==> config.mk <==
export PLATFORM = sky130hd
export DESIGN_NAME = load_scoreboard
export DESIGN_NICKNAME = d
export VERILOG_FILES = /design/src/rtl/load_scoreboard.sv
export SDC_FILE = /design/constraint.sdc
export NUM_CORES = 1
export LEC_CHECK = 0
export BUFFER_PORTS_ARGS = -buffer_cell sky130_fd_sc_hd__buf_2
export CORE_ASPECT_RATIO = 1.5
export CORE_MARGIN = 4
export CORE_UTILIZATION = 59
export DETAILED_ROUTE_END_ITERATION = 10
export GPL_TIMING_DRIVEN = 1
export PLACE_DENSITY = 0.86
export SETUP_SLACK_MARGIN = 0.3
export SLEW_MARGIN = 20
export SYNTH_ARGS = -nofsm -noshare
export SYNTH_HDL_FRONTEND = slang
export SYNTH_SLANG_ARGS = --single-unit
==> constraint.sdc <==
create_clock -name clk -period 5.5 [get_ports clk]
set_input_delay 0.55 -clock clk [delete_from_list [all_inputs] [get_ports clk]]
set_output_delay 0.55 -clock clk [all_outputs]
set_load 0.01 [all_outputs]
==> src/rtl/load_scoreboard.sv <==
// load_scoreboard
// Tracks architectural registers with an outstanding variable-latency load,
// stalls decode on RAW/WAW hazards against them or on a full load budget,
// and squashes the IF/ID and ID/EX slots when EX resolves a taken branch.
// Clears from load responses are registered, so a dependent instruction
// releases the cycle after the response, when the data is reachable.
module load_scoreboard #(
  parameter int MAX_OUTSTANDING = 4,
  parameter int CNT_W           = 4
) (
  input  logic             clk,
  input  logic             reset,
  input  logic             id_valid,
  input  logic [4:0]       id_rs1,
  input  logic [4:0]       id_rs2,
  input  logic             id_rs1_used,
  input  logic             id_rs2_used,
  input  logic [4:0]       id_rd,
  input  logic             id_regWrite,
  input  logic             id_memRead,
  input  logic             ex_branch_taken,
  input  logic             mem_rsp_valid,
  input  logic [4:0]       mem_rsp_rd,
  output logic             stall_pc,
  output logic             stall_if_id,
  output logic             bubble_id_ex,
  output logic             flush_if_id,
  output logic             id_issue,
  output logic [31:0]      pending_mask,
  output logic [CNT_W-1:0] outstanding,
  output logic             rsp_err,
  output logic [31:0]      stall_cycles
);

  localparam logic [CNT_W-1:0] CNT_ZERO = {CNT_W{1'b0}};
  localparam logic [CNT_W-1:0] CNT_ONE  = {{(CNT_W-1){1'b0}}, 1'b1};
  localparam logic [CNT_W-1:0] CNT_MAX  = CNT_W'(MAX_OUTSTANDING);

  logic [31:0]      pending_r;
  logic [CNT_W-1:0] outstanding_r;
  logic             rsp_err_r;
  logic [31:0]      stall_cycles_r;

  logic             raw_s;
  logic             waw_s;
  logic             full_s;
  logic             hazard_s;
  logic             stall_s;
  logic             issue_s;
  logic             load_issue_s;
  logic             rsp_ok_s;
  logic             rsp_bad_s;
  logic [31:0]      set_mask_s;
  logic [31:0]      clr_mask_s;
  logic [31:0]      pending_next_s;
  logic [CNT_W-1:0] outstanding_next_s;

  // Hazard detection against the pending set (bit 0 is never set, so x0 never hazards).
  always_comb begin
    raw_s    = (id_rs1_used & pending_r[id_rs1]) | (id_rs2_used & pending_r[id_rs2]);
    waw_s    = id_regWrite & pending_r[id_rd];
    full_s   = id_memRead & (outstanding_r == CNT_MAX);
    hazard_s = id_valid & (raw_s | waw_s | full_s);
  end

  // Pipeline control: reset silences everything, a taken branch beats a hazard stall.
  always_comb begin
    stall_pc     = 1'b0;
    stall_if_id  = 1'b0;
    bubble_id_ex = 1'b0;
    flush_if_id  = 1'b0;
    issue_s      = 1'b0;
    stall_s      = 1'b0;
    if (reset) begin
      issue_s = 1'b0;
    end else if (ex_branch_taken) begin
      flush_if_id  = 1'b1;
      bubble_id_ex = 1'b1;
    end else if (hazard_s) begin
      stall_pc     = 1'b1;
      stall_if_id  = 1'b1;
      bubble_id_ex = 1'b1;
      stall_s      = 1'b1;
    end else begin
      issue_s = id_valid;
    end
  end

  assign id_issue = issue_s;

  // Classify the returning response: valid only if a load is in flight and rd is pending (or x0).
  always_comb begin
    load_issue_s = issue_s & id_memRead;
    rsp_ok_s     = 1'b0;
    rsp_bad_s    = 1'b0;
    if (mem_rsp_valid) begin
      if ((outstanding_r != CNT_ZERO) &&
          ((mem_rsp_rd == 5'd0) || pending_r[mem_rsp_rd])) begin
        rsp_ok_s = 1'b1;
      end else begin
        rsp_bad_s = 1'b1;
      end
    end else begin
      rsp_ok_s  = 1'b0;
      rsp_bad_s = 1'b0;
    end
  end

  // Build set/clear masks; applying the set after the clear makes set win on a collision.
  always_comb begin
    set_mask_s = 32'd0;
    clr_mask_s = 32'd0;
    if (load_issue_s && (id_rd != 5'd0)) begin
      set_mask_s[id_rd] = 1'b1;
    end else begin
      set_mask_s = 32'd0;
    end
    if (rsp_ok_s) begin
      clr_mask_s[mem_rsp_rd] = 1'b1;
    end else begin
      clr_mask_s = 32'd0;
    end
    pending_next_s    = ((pending_r & ~clr_mask_s) | set_mask_s) & 32'hFFFF_FFFE;
  end

  // Outstanding count: issue and accepted response in the same cycle cancel out.
  always_comb begin
    case ({load_issue_s, rsp_ok_s})
      2'b10:   outstanding_next_s = outstanding_r + CNT_ONE;
      2'b01:   outstanding_next_s = outstanding_r - CNT_ONE;
      default: outstanding_next_s = outstanding_r;
    endcase
  end

  // Scoreboard state, sticky error flag and saturating stall counter.
  always_ff @(posedge clk) begin
    if (reset) begin
      pending_r      <= 32'd0;
      outstanding_r  <= CNT_ZERO;
      rsp_err_r      <= 1'b0;
      stall_cycles_r <= 32'd0;
    end else begin
      pending_r     <= pending_next_s;
      outstanding_r <= outstanding_next_s;
      if (rsp_bad_s) begin
        rsp_err_r <= 1'b1;
      end
      if (stall_s && (stall_cycles_r != 32'hFFFF_FFFF)) begin
        stall_cycles_r <= stall_cycles_r + 32'd1;
      end
    end
  end

  assign pending_mask = pending_r;
  assign outstanding  = outstanding_r;
  assign rsp_err      = rsp_err_r;
  assign stall_cycles = stall_cycles_r;

endmodule
# Yosys cells after proc, flatten, opt, wreduce, memory -nomap -nowiden
# Index checks and enable logic that the tools add are counted.
# totals
ff_bits	69
out_inout_bits	74
wordCells	69
# op_classes
n_bitwise	12
n_addsub	3
muxes	29
eq_ne	4
order_cmp	6
n_reduce_logical	10
# ops
operator	n
two-way mux 32 bit	2
adder 32 x 1 -> 32 bit (second input constant)	1
AND 32 bit	1
!= test 32 bit (second input constant)	1
NOT 32 bit	1
OR 32 bit	1
< comparator 5 x 6 -> 1 bit (second input constant)	4
binary-select mux 1 bit (select 5 bit)	4
two-way mux 1 bit	20
demux 1 bit (select 5 bit)	2
greater-or-equal comparator 5 x 1 -> 1 bit (second input constant)	2
case mux 4 bit (2 select lines)	1
AND 1 bit	6
logical AND 1 bit	5
zero test 5 bit	1
nonzero test 5 bit	1
adder 4 x 1 -> 4 bit (second input constant)	1
== test 4 x 3 -> 1 bit (second input constant)	1
nonzero test 4 bit	1
subtractor 4 x 1 -> 4 bit (second input constant)	1
OR 1 bit	3
== test 2 x 1 -> 1 bit (second input constant)	1
== test 2 bit (second input constant)	1
nonzero test 2 bit	1
logical OR 1 bit	1

# Depth between registers and ports, before layout
# Gate-level depths: netlist of the first run.
# logic_depth
depth_word	14
mapped_depth	18

# Worst setup path after synthesis of the first run
# Ideal clock, no wire load.
# synth_timing
kind	input-to-reg
startpoint	input port id_rd[1]
endpoint	register outstanding_r[3], in the netlist outstanding[3]
stages	18
arrival_ns	3.686
path_buffers	5
required_time_ns	5.430
path_slack_ns	1.743
setup_time_ns	0.070
path_cell_list	buf_4 -> buf_6 -> mux2i_1 -> o22ai_1 -> a32o_1 -> o41ai_1 -> and4_1 -> buf_6 -> buf_4 -> buf_6 -> nand2_1 -> ha_1 -> ha_1 -> a21o_1 -> a21oi_1 -> xnor2_1 -> or3_1 -> a21oi_1
# synth_via
elab_chain_cells	12
elab_cells_between_ends	14
classes_between	eq/ne (2); mux (6); bitwise (5); reduce/logical (1)
# synth_lines
item	line_no	text
from (decl)	18	input logic [4:0] id_rd,
binary-select mux 1 bit (select 5 bit) (*)	61	waw_s = id_regWrite & pending_r[id_rd];
two-way mux 1 bit (implied by the code) (*)	61	
AND 1 bit (*)	61	
OR 1 bit (*) (2 in a row)	63	hazard_s = id_valid & (raw_s | waw_s | full_s);
AND 1 bit (*)	63	
two-way mux 1 bit (*)	79	end else if (hazard_s) begin
two-way mux 1 bit (*)	76	end else if (ex_branch_taken) begin
two-way mux 1 bit (*)	74	if (reset) begin
AND 1 bit (*)	93	load_issue_s = issue_s & id_memRead;
== test 2 x 1 -> 1 bit / == test 2 bit (equally long branches)	128	case ({load_issue_s, rsp_ok_s})
case mux 4 bit (2 select lines) / nonzero test 2 bit (equally long branches)	n/a	
to (signal assigned)	144	outstanding_r <= outstanding_next_s;
to (decl)	40	logic [CNT_W-1:0] outstanding_r;
# Every way passes the cells marked *; elsewhere a longest branch is shown, timed or not. The select of a mux whose other input is x is not followed.
# A chain may end at the register's enable or synchronous reset.

# Worst setup path after layout of the first run
# layout_timing
startpoint	input port id_rd[1]
endpoint	output port stall_if_id
# layout_via
elab_chain_cells	9
# layout_lines
item	line_no	text
binary-select mux 1 bit (select 5 bit)	61	
two-way mux 1 bit (implied by the code)	61	
AND 1 bit	61	
OR 1 bit (2 in a row)	63	
AND 1 bit	63	
two-way mux 1 bit	79	
two-way mux 1 bit	76	
two-way mux 1 bit	74	
to (decl)	25	output logic stall_if_id,
# No other way between the ends. The select of a mux whose other input is x is not followed.

==> impl_metrics.yaml, run 1 <==
grt:
  grt_max_degree: 59
  antenna_found_initial: 1
  grt-ovfl-total: 0
  grt_pass1_vias: 4604
  grt_pass1_wl_mm: 23.4
  track_usage: 0.330
logic_synthesis:
  synth-edff-count: 0
  async_reset_ff_frac: 0
  synth.net_count: 545
  ys_seq_area_frac: 0.298
  ys_warn_count: 0
  syn_avg_cell_area_um2: 8.95
  synth_area_mm2: 0.00458
  synth_cells: 511
  ys_seq_elements: 68
  ys.flop_type: "dfxtp_1"
  synth_cell_types: 68
clock_network:
  cts-root-buf: "clkbuf_16"
  numCtsBuffers: 9
  holdBufCountCts: 0
  clkTransAtPathRegs_ns: 0.05
  cts_htree_levels: 3
  clock_latency_ns: 0.34
  ctsResizeCount: 0
  cts_tree: "yes"
  clock-sinks: 68
  clock_path_buffers: 2
  post_cts_buffers: 0
drt:
  vias: 4721
  routed_via_density: 6.77
  wl_per_cell_um: 21.2
  ant_nets: 0
  routed_wl_mm: 14.8
  dr.pass1.iters: 7
  drt-initial-drc-count: 245
  drc: 0
power_and_ir_drop:
  p_sw_w: 0.000285
  clockPowerShare: 0.464
  combPwrFrac: 0.100
  p_leak_nw: 2.06
  p_int_w: 0.000856
  p_sw_frac: 0.250
  cellPowerDensity_mw_per_mm2: 216
  seq_power_share: 0.436
  vdd_drop_max_mv: 0.179
placed_design:
  place.gp.congestion: 1.03
  place_area_mm2: 0.00500
  pre_cts_ws_ns: 1.61
  hpwl_mm: 10.7
  dpl.cell_count: 681
  io_buffer_count: 101
timing:
  fin_crit_ns: 3.70
  hold_viol: 0
  clock.fmax_ghz: 0.270
  fin_tns_setup_ns: 0
  finalSetupViolations: 0
  finalCritPeriodShare: 0.672
  worstMarginPinSlew_ns: 0.736
  slew_headroom: 0.510
  clock_skew_ns: 0.00529
  rsz0062_at_grt: "no"
  fin_ws_ns: 1.80
  maxSlewViolCount: 0
floorplan:
  die_h_um: 116
  initial_utilization: 0.601
  die_x_um: 79.9
  rows: 39
  dieArea_mm2: 0.00926
  core_area_mm2: 0.00761
  io_pins: 103
min_path:
  whs_path_depth: 3
  hold_class: "in2reg"
  min_to: "rsp_err"
  hold_start: "mem_rsp_valid"
layout:
  postLayoutCellArea_mm2: 0.00527
  final_common_cell: "buf_2"
  drive_above_1_share: 0.259
  mostFrequentLayoutCells: "buf_2, dfxtp_1, nand2_1, o211ai_1, a21oi_1"
  syn2layout_area_growth_pct: 15.3
  layout.nets: 624
  fin_cells: 697
critical_path:
  startpoint_type: "input pin"
  r2r_cells: 12
  path_max_fanout: 58
  worstPathArrival_ns: 3.15
  r2r_slack_ns: 2.03
  r2r_end: "outstanding[3]"
  critPathKind: "in2out"
  endpoint_kind: "output pin"
  r2r_start: "pending_mask[21]"
  crit_required_ns: 4.95
run_status:
  outcome: "complete, no violations"
job:
  maxCapViolations: 0
[kinds of logic (layout without fill, tap and decap cells)]
| kind of cell | count (synthesis) | count (layout) | synth area share |
|---|---|---|---|
| buffers and inverters | 46 | 129 | 0.0588 |
| other | 1 | 2 | 0.000820 |
| muxes | 47 | 47 | 0.159 |
| DFF | 68 | 68 | 0.298 |
| xor gates and xnor gates | 3 | 3 | 0.00574 |
| adders and majority gates | 5 | 5 | 0.0153 |
| AOI/OAI and AO/OA | 141 | 141 | 0.204 |
| and+or+nand+nor | 200 | 200 | 0.259 |
[state kept, by name (all words and copies together), names as in the netlist]
signal / cells
outstanding: 4
pending_mask: 31
rsp_err: 1
stall_cycles: 32
[worst max path at each step]
stage	startpoint	endpoint	slack, ns	depth (start not counted)
final	id_rd[1]	stall_if_id	1.80	9
after global routing	id_rd[1]	stall_if_id	1.60	9
after CTS	id_rd[1]	stall_if_id	1.81	9
after detailed placement	id_rd[1]	outstanding[3]	1.61	14
after global placement	id_rd[1]	outstanding[3]	1.73	14
after floorplan	id_rd[1]	outstanding[3]	1.74	18
[power groups by stage]
stage / Clock, W / Combinational, W / Sequential [W]
6_report: 0.000529 / 0.000114 / 0.000498
5_1_grt: 0.000556 / 0.000124 / 0.000497
4_1_cts: 0.000529 / 0.000112 / 0.000497
3_5_place_dp: 0 / 0.000112 / 0.000508
3_3_place_gp: 0 / 0.000109 / 0.000508
2_1_floorplan: 0 / 0.0000911 / 0.000508
[synth_stat cells (3+ instances only)]
master | count | area [µm²]
and3_1 | 6 | 37.5
mux2i_1 | 18 | 180
dfxtp_1 | 68 | 1360
nor2b_1 | 19 | 119
o31ai_1 | 16 | 120
and4_1 | 7 | 61.3
or3_1 | 6 | 37.5
o21ai_0 | 19 | 95.1
buf_4 | 6 | 45.0
o21ai_1 | 17 | 85.1
nor2_1 | 27 | 101
o211ai_1 | 32 | 240
clkbuf_1 | 11 | 41.3
buf_6 | 6 | 67.6
nand3_1 | 21 | 105
nand3b_1 | 7 | 52.6
o21a_1 | 3 | 22.5
buf_2 | 10 | 50.1
nand4_1 | 12 | 75.1
nor3b_1 | 3 | 22.5
a21oi_1 | 29 | 145
mux2_2 | 9 | 101
o311ai_0 | 3 | 26.3
ha_1 | 4 | 50.1
nor3_1 | 7 | 35.0
mux4_2 | 17 | 383
or4_1 | 19 | 143
o22ai_1 | 3 | 18.8
nand2_1 | 39 | 146
nor4_1 | 10 | 62.6
inv_1 | 10 | 37.5
[metal layers]
metal,global-route usage,vias up,part of all wire
met5,0,-,0
met4,0.241,0,0.057
met3,0.0661,72,0.092
met2,0.565,278,0.52
met1,0.355,2209,0.33
li1,-,2162,-
[worst max-delay path, cell delays in order]
cell     delay (ns)
buf_2          0.43
mux4_2         0.56
nand4_1        0.09
o21ai_0        0.09
o41ai_1        0.33
and4_2         0.29
buf_4          0.49
nor2_1         0.12
buf_2          0.17
[final cells by class]
type                       count  area [µm²]
multi-input combinational    397        2950
fill                         631        2340
sequential                    68        1360
timing repair buffer         104         528
clock buffer                  13         260
tap                          102         128
inverter                      10        37.5
clock inverter                 2        10.0
antenna                        1        2.50
[metrics by stage]
stage / total power [W] / hold WS (ns) / util
floorplan: 0.000599 / 0.502 / -
global placement: 0.000617 / 0.449 / 0.657
detailed placement: 0.000620 / 0.459 / 0.657
CTS: 0.00114 / 0.470 / 0.692
global route: 0.00118 / 0.526 / 0.693
finish: 0.00114 / 0.467 / 0.693
(Power assumes the default switching activity.)
==> inputs of run 2 (changes only) <==
--- a/config.mk
+++ b/config.mk
@@ -8,10 +8,10 @@
 export BUFFER_PORTS_ARGS = -buffer_cell sky130_fd_sc_hd__buf_2
 export CORE_ASPECT_RATIO = 1.5
 export CORE_MARGIN = 4
-export CORE_UTILIZATION = 59
+export CORE_UTILIZATION = 55
 export DETAILED_ROUTE_END_ITERATION = 10
 export GPL_TIMING_DRIVEN = 1
-export PLACE_DENSITY = 0.86
+export PLACE_DENSITY = 0.81
 export SETUP_SLACK_MARGIN = 0.3
 export SLEW_MARGIN = 20
 export SYNTH_ARGS = -nofsm -noshare
==> constraint.sdc (replaced) <==
create_clock -name clk -period 3.45 [get_ports clk]
set_input_delay 0.345 -clock clk [delete_from_list [all_inputs] [get_ports clk]]
set_output_delay 0.345 -clock clk [all_outputs]
set_load 0.01 [all_outputs]
==> impl_metrics.yaml, run 2 (same netlist as run 1, synthesis figures left out) <==
layout:
  final_core_util: 0.680
  postLayoutCellArea_mm2: 0.00548
  largest_reg_flops: 32
  syn2layout_area_growth_pct: 19.7
  final_common_cell: "buf_2"
  layout.nets: 635
  drive_above_1_share: 0.292
  mostFrequentLayoutCells: "buf_2, dfxtp_1, nand2_1, o211ai_1, nor2_1"
clock_network:
  clock-sinks: 68
  numCtsBuffers: 9
  cts_tree: "yes"
  cts_htree_levels: 3
  cts-root-buf: "clkbuf_16"
  clock_path_buffers: 2
  clock_latency_ns: 0.34
  clkTransAtPathRegs_ns: 0.05
timing:
  finalSetupViolations: 0
  finalCritPeriodShare: 0.917
  worstMarginPinSlew_ns: 0.540
  fin_crit_ns: 3.16
  clock_skew_ns: 0.00282
  clock.fmax_ghz: 0.316
  slew_headroom: 0.637
  fin_tns_setup_ns: 0
  hold_viol: 0
  fin_ws_ns: 0.285
  maxSlewViolCount: 0
  rsz0062_at_grt: "yes"
power_and_ir_drop:
  p_sw_frac: 0.241
  p_int_w: 0.00149
  seq_power_share: 0.404
  total_power_w: 0.00196
  p_sw_w: 0.000473
  cellPowerDensity_mw_per_mm2: 358
  combPwrFrac: 0.100
  vdd_drop_max_mv: 0.379
  clockPowerShare: 0.497
  p_leak_nw: 2.15
grt:
  track_usage: 0.324
  grt_pass1_vias: 4703
  grt-ovfl-total: 0
  grt_pass1_wl_mm: 24.2
  antenna_found_initial: 1
  grt_max_degree: 59
floorplan:
  die_x_um: 82.5
  die_h_um: 120
  core_area_mm2: 0.00806
  rows: 40
  dieArea_mm2: 0.00987
  io_pins: 103
  initial_utilization: 0.568
run_status:
  outcome: "complete, no violations"
drt:
  vias: 4866
  dr.pass1.iters: 5
  wl_per_cell_um: 21.7
  drt-initial-drc-count: 317
  routed_via_density: 6.83
  ant_nets: 0
  routed_wl_mm: 15.5
  drc: 0
placed_design:
  place_area_mm2: 0.00512
  io_buffer_count: 101
  pre_cts_ws_ns: 0.105
  hpwl_mm: 11.4
  place.gp.congestion: 1.04
critical_path:
  worstPathArrival_ns: 3.44
  path_max_fanout: 6
  startpoint_type: "register"
  crit_required_ns: 3.72
  critPathKind: "reg2reg"
  endpoint_kind: "register"
job:
  maxCapViolations: 0
min_path:
  hold_class: "in2reg"
run 2: path summary, 6_finish.rpt:
path | from | depth (start not counted) | slack, ns | to
max | pending_mask[23] | 12 | 0.29 | outstanding[3]
min | mem_rsp_valid | 3 | 0.27 | rsp_err
max reg2reg | pending_mask[23] | 12 | 0.29 | outstanding[3]
min reg2reg | rsp_err | 2 | 0.47 | rsp_err
run 2: cell type report:
type / count / area, µm²
Antenna cell: 1 / 2.50
Clock buffer: 13 / 280
Clock inverter: 3 / 42.5
Fill cell: 670 / 2580
Inverter: 10 / 37.5
Multi-Input combinational cell: 397 / 3000
Sequential cell: 68 / 1360
Tap cell: 105 / 131
Timing Repair Buffer: 115 / 617
run 2: critical path, stage by stage, from the launching register on:
cell	delay [ns]
dfxtp_2	0.37
mux4_1	0.50
o2111a_1	0.27
o41ai_2	0.40
and4_4	0.30
nand2_4	0.05
ha_4	0.18
ha_4	0.20
a21o_1	0.16
a21oi_2	0.12
xnor2_1	0.09
or3_1	0.33
a21oi_2	0.13
run 2: what timing repair did:
| action | in CTS | in global routing |
|---|---|---|
| hold endpoints to repair | 0 | 0 |
| gates resized for setup | 5 | 3 |
| endpoints found under the setup margin | 3 | 3 |
| setup buffers | 1 | 0 |
| hold buffers | 0 | 0 |
| pin swaps | 2 | 2 |
run 2: power groups by stage:
stage	clock network, W	logic [W]	registers [W]
final	0.000975	0.000195	0.000793
after global routing	0.00101	0.000209	0.000792
after CTS	0.000979	0.000191	0.000793
after detailed placement	0	0.000187	0.000809
after global placement	0	0.000182	0.000810
after floorplan	0	0.000150	0.000809
run 2: metal layers:
layer | wire, µm | vias to the layer above | global-route usage
li1 | - | 2192 | -
met2 | 7880 | 282 | 0.552
met3 | 1310 | 83 | 0.0631
met5 | 0 | - | 0
met4 | 1000 | 0 | 0.218
met1 | 5260 | 2309 | 0.349
run 2: through the flow:
step | hold slack [ns] | cells
after floorplan | 0.486 | 511
after global placement | 0.468 | 694
after detailed placement | 0.465 | 694
after CTS | 0.272 | 711
after global routing | 0.286 | 712
final | 0.271 | 712
==> inputs of run 3 (changes only) <==
--- a/config.mk
+++ b/config.mk
@@ -5,13 +5,14 @@
 export SDC_FILE = /design/constraint.sdc
 export NUM_CORES = 1
 export LEC_CHECK = 0
+export ABC_AREA = 1
 export BUFFER_PORTS_ARGS = -buffer_cell sky130_fd_sc_hd__buf_2
 export CORE_ASPECT_RATIO = 1.5
 export CORE_MARGIN = 4
-export CORE_UTILIZATION = 55
+export CORE_UTILIZATION = 57
 export DETAILED_ROUTE_END_ITERATION = 10
 export GPL_TIMING_DRIVEN = 1
-export PLACE_DENSITY = 0.81
+export PLACE_DENSITY = 0.82
 export SETUP_SLACK_MARGIN = 0.3
 export SLEW_MARGIN = 20
 export SYNTH_ARGS = -nofsm -noshare
==> impl_metrics.yaml, run 3 <==
run_status:
  outcome: "complete, no violations"
min_path:
  whs_path_depth: 4
  hold_class: "in2reg"
logic_synthesis:
  synth_commonest_cells: "nand2_1, nor2_1, nand3_1, inv_1, dfxtp_1"
  ys.flop_type: "dfxtp_1"
  synth_top_area_share: 0.249
  ys_warn_count: 0
  synth.net_count: 965
  synth_area_mm2: 0.00547
  ys_seq_area_frac: 0.249
  yosysMostFrequentCell: "nand2_1"
  syn_avg_cell_area_um2: 5.88
  synth_top_area_cell: "dfxtp_1"
  synth_area_leaders: "dfxtp_1, nand2_1, nand3_1"
  ys_seq_elements: 68
  synth_cell_types: 37
  synth_cells: 931
  async_reset_ff_frac: 0
  synth-edff-count: 0
drt:
  drc: 0
  drt-initial-drc-count: 571
  ant_nets: 0
  vias: 6513
  wl_per_cell_um: 16.7
  routed_via_density: 5.78
  routed_wl_mm: 18.9
  dr.pass1.iters: 6
layout:
  mostFrequentLayoutCells: "nand2_1, nor2_1, buf_2, inv_1, nand3_1"
  syn2layout_area_growth_pct: 14.2
  diodes: 0
  final_common_cell: "nand2_1"
  drive_above_1_share: 0.162
  largest_reg_flops: 32
  fin_cells: 1127
  layout.nets: 1044
timing:
  clock_skew_ns: 0.00708
  rsz0062_at_grt: "no"
  fin_tns_setup_ns: 0
  hold_viol: 0
  finalCritPeriodShare: 0.843
  fin_ws_ns: 0.540
  slew_headroom: 0.396
  worstMarginPinSlew_ns: 0.904
  maxSlewViolCount: 0
  clock.fmax_ghz: 0.344
  fin_crit_ns: 2.91
  finalSetupViolations: 0
grt:
  track_usage: 0.342
  grt-ovfl-total: 0
  grt_busiest_layer: "met2"
  gr-usage-met1: 0.365
  met2_usage: 0.603
  grt_pass1_vias: 6123
  grt_max_degree: 67
  grt_pass1_wl_mm: 30.1
  met3_usage: 0.0630
  antenna_found_initial: 0
floorplan:
  dieArea_mm2: 0.0113
  core_area_mm2: 0.00931
  die_x_um: 88.0
  rows: 43
  io_pins: 103
  initial_utilization: 0.588
  die_h_um: 128
clock_network:
  numCtsBuffers: 9
  cts-root-buf: "clkbuf_16"
  holdBufCountCts: 0
  clkTransAtPathRegs_ns: 0.06
  clock_path_buffers: 2
  cts_htree_levels: 3
  clock_latency_ns: 0.34
  post_cts_buffers: 0
  cts_tree: "yes"
  clock-sinks: 68
placed_design:
  pre_cts_ws_ns: 0.171
  hpwl_mm: 14.0
  dpl.cell_count: 1111
  io_buffer_count: 101
  place.gp.congestion: 1.05
critical_path:
  crit_family: "simple AND/OR/NAND/NOR gates"
  path_max_fanout: 6
  slowest_delay_ns: 0.39
  crit_chain: "nand2_1 -> nand2_1 -> nand2_1 -> nand2_1 -> nand2_1 -> nand2_1 -> nor2_1 -> nand2_1 -> a21oi_4 -> nand4_2 -> nor2_4 -> inv_1 -> ha_1 -> ha_1 -> nand2_1 -> nor2_1 -> a211oi_2 -> nor2_1 -> nor2_1 -> nand2_1 -> o21ai_0 -> a21oi_1"
  endpoint_kind: "register"
  worstPathArrival_ns: 3.13
  path_depth: 22
  startpoint_type: "register"
  crit_required_ns: 3.68
  crit_buf_inv: 1
  critPathKind: "reg2reg"
  r2r_cells: 22
  worst_path_most_repeated_cell: "nand2_1"
  cpMaxStageDelayCell: "dfxtp_1"
job:
  maxCapViolations: 0
power_and_ir_drop:
  vdd_drop_max_mv: 0.296
  cellPowerDensity_mw_per_mm2: 313
  p_leak_nw: 2.65
  total_power_w: 0.00195
run 3: repair_timing:
| item | 4_1_cts | 5_1_grt |
|---|---|---|
| setup endpoints to repair | 0 | 1 |
| gates resized for setup | 0 | 3 |
| hold endpoints to repair | 0 | 0 |
run 3: per-stage QoR:
step	hold WS [ns]	instance area (µm²)	utilization
after floorplan	0.500	5470	-
after global placement	0.471	5930	0.637
after detailed placement	0.479	5930	0.637
after CTS	0.401	6240	0.670
after global routing	0.433	6250	0.671
final	0.402	6250	0.671
run 3: kinds of logic after synthesis:
logic type	count (synthesis)	synth area share
fa+ha+maj	5	0.0128
simple gates	574	0.460
compound gates	103	0.108
flops	68	0.249
other cells	1	0.000686
buf+inv	152	0.125
xor+xnor	28	0.0448
run 3: worst paths after layout:
check	end	slack, ns	from
worst max-delay path	outstanding[3]	0.54	pending_mask[30]
worst min-delay path	pending_mask[2]	0.40	id_rd[0]
worst max register to register	outstanding[3]	0.54	pending_mask[30]
worst min register to register	stall_cycles[31]	0.49	stall_cycles[31]
run 3: per-layer routing:
metal,vias to the layer above,part of all wire
li1,3189,-
met1,2864,0.34
met2,352,0.50
met3,108,0.086
met4,0,0.077
met5,-,0
run 3: layout make-up:
type / instances / area, µm²
multi-input cells: 711 / 3440
fillers: 913 / 3060
flip-flops and latches: 68 / 1360
repair buffers: 114 / 603
inverters: 106 / 400
clock buffers: 12 / 256
well taps: 112 / 140
clock inverters: 4 / 47.5
run 3: worst register-to-register path: cells and delay by family, from the launching register on:
kind            cells  cell delay [ns]
simple gates       15             1.23
compound gates      4             0.59
fa+ha+maj           2             0.55
flops               1             0.39
buf+inv             1             0.05
run 3: power by group:
group	internal, W	switching [W]	leakage [nW]	total [W]
Sequential	0.000788	0.00000312	0.548	0.000791
Clock	0.000596	0.000344	0.149	0.000940
Combinational	0.0000600	0.000163	1.95	0.000223
Total	0.00144	0.000509	2.65	0.00195
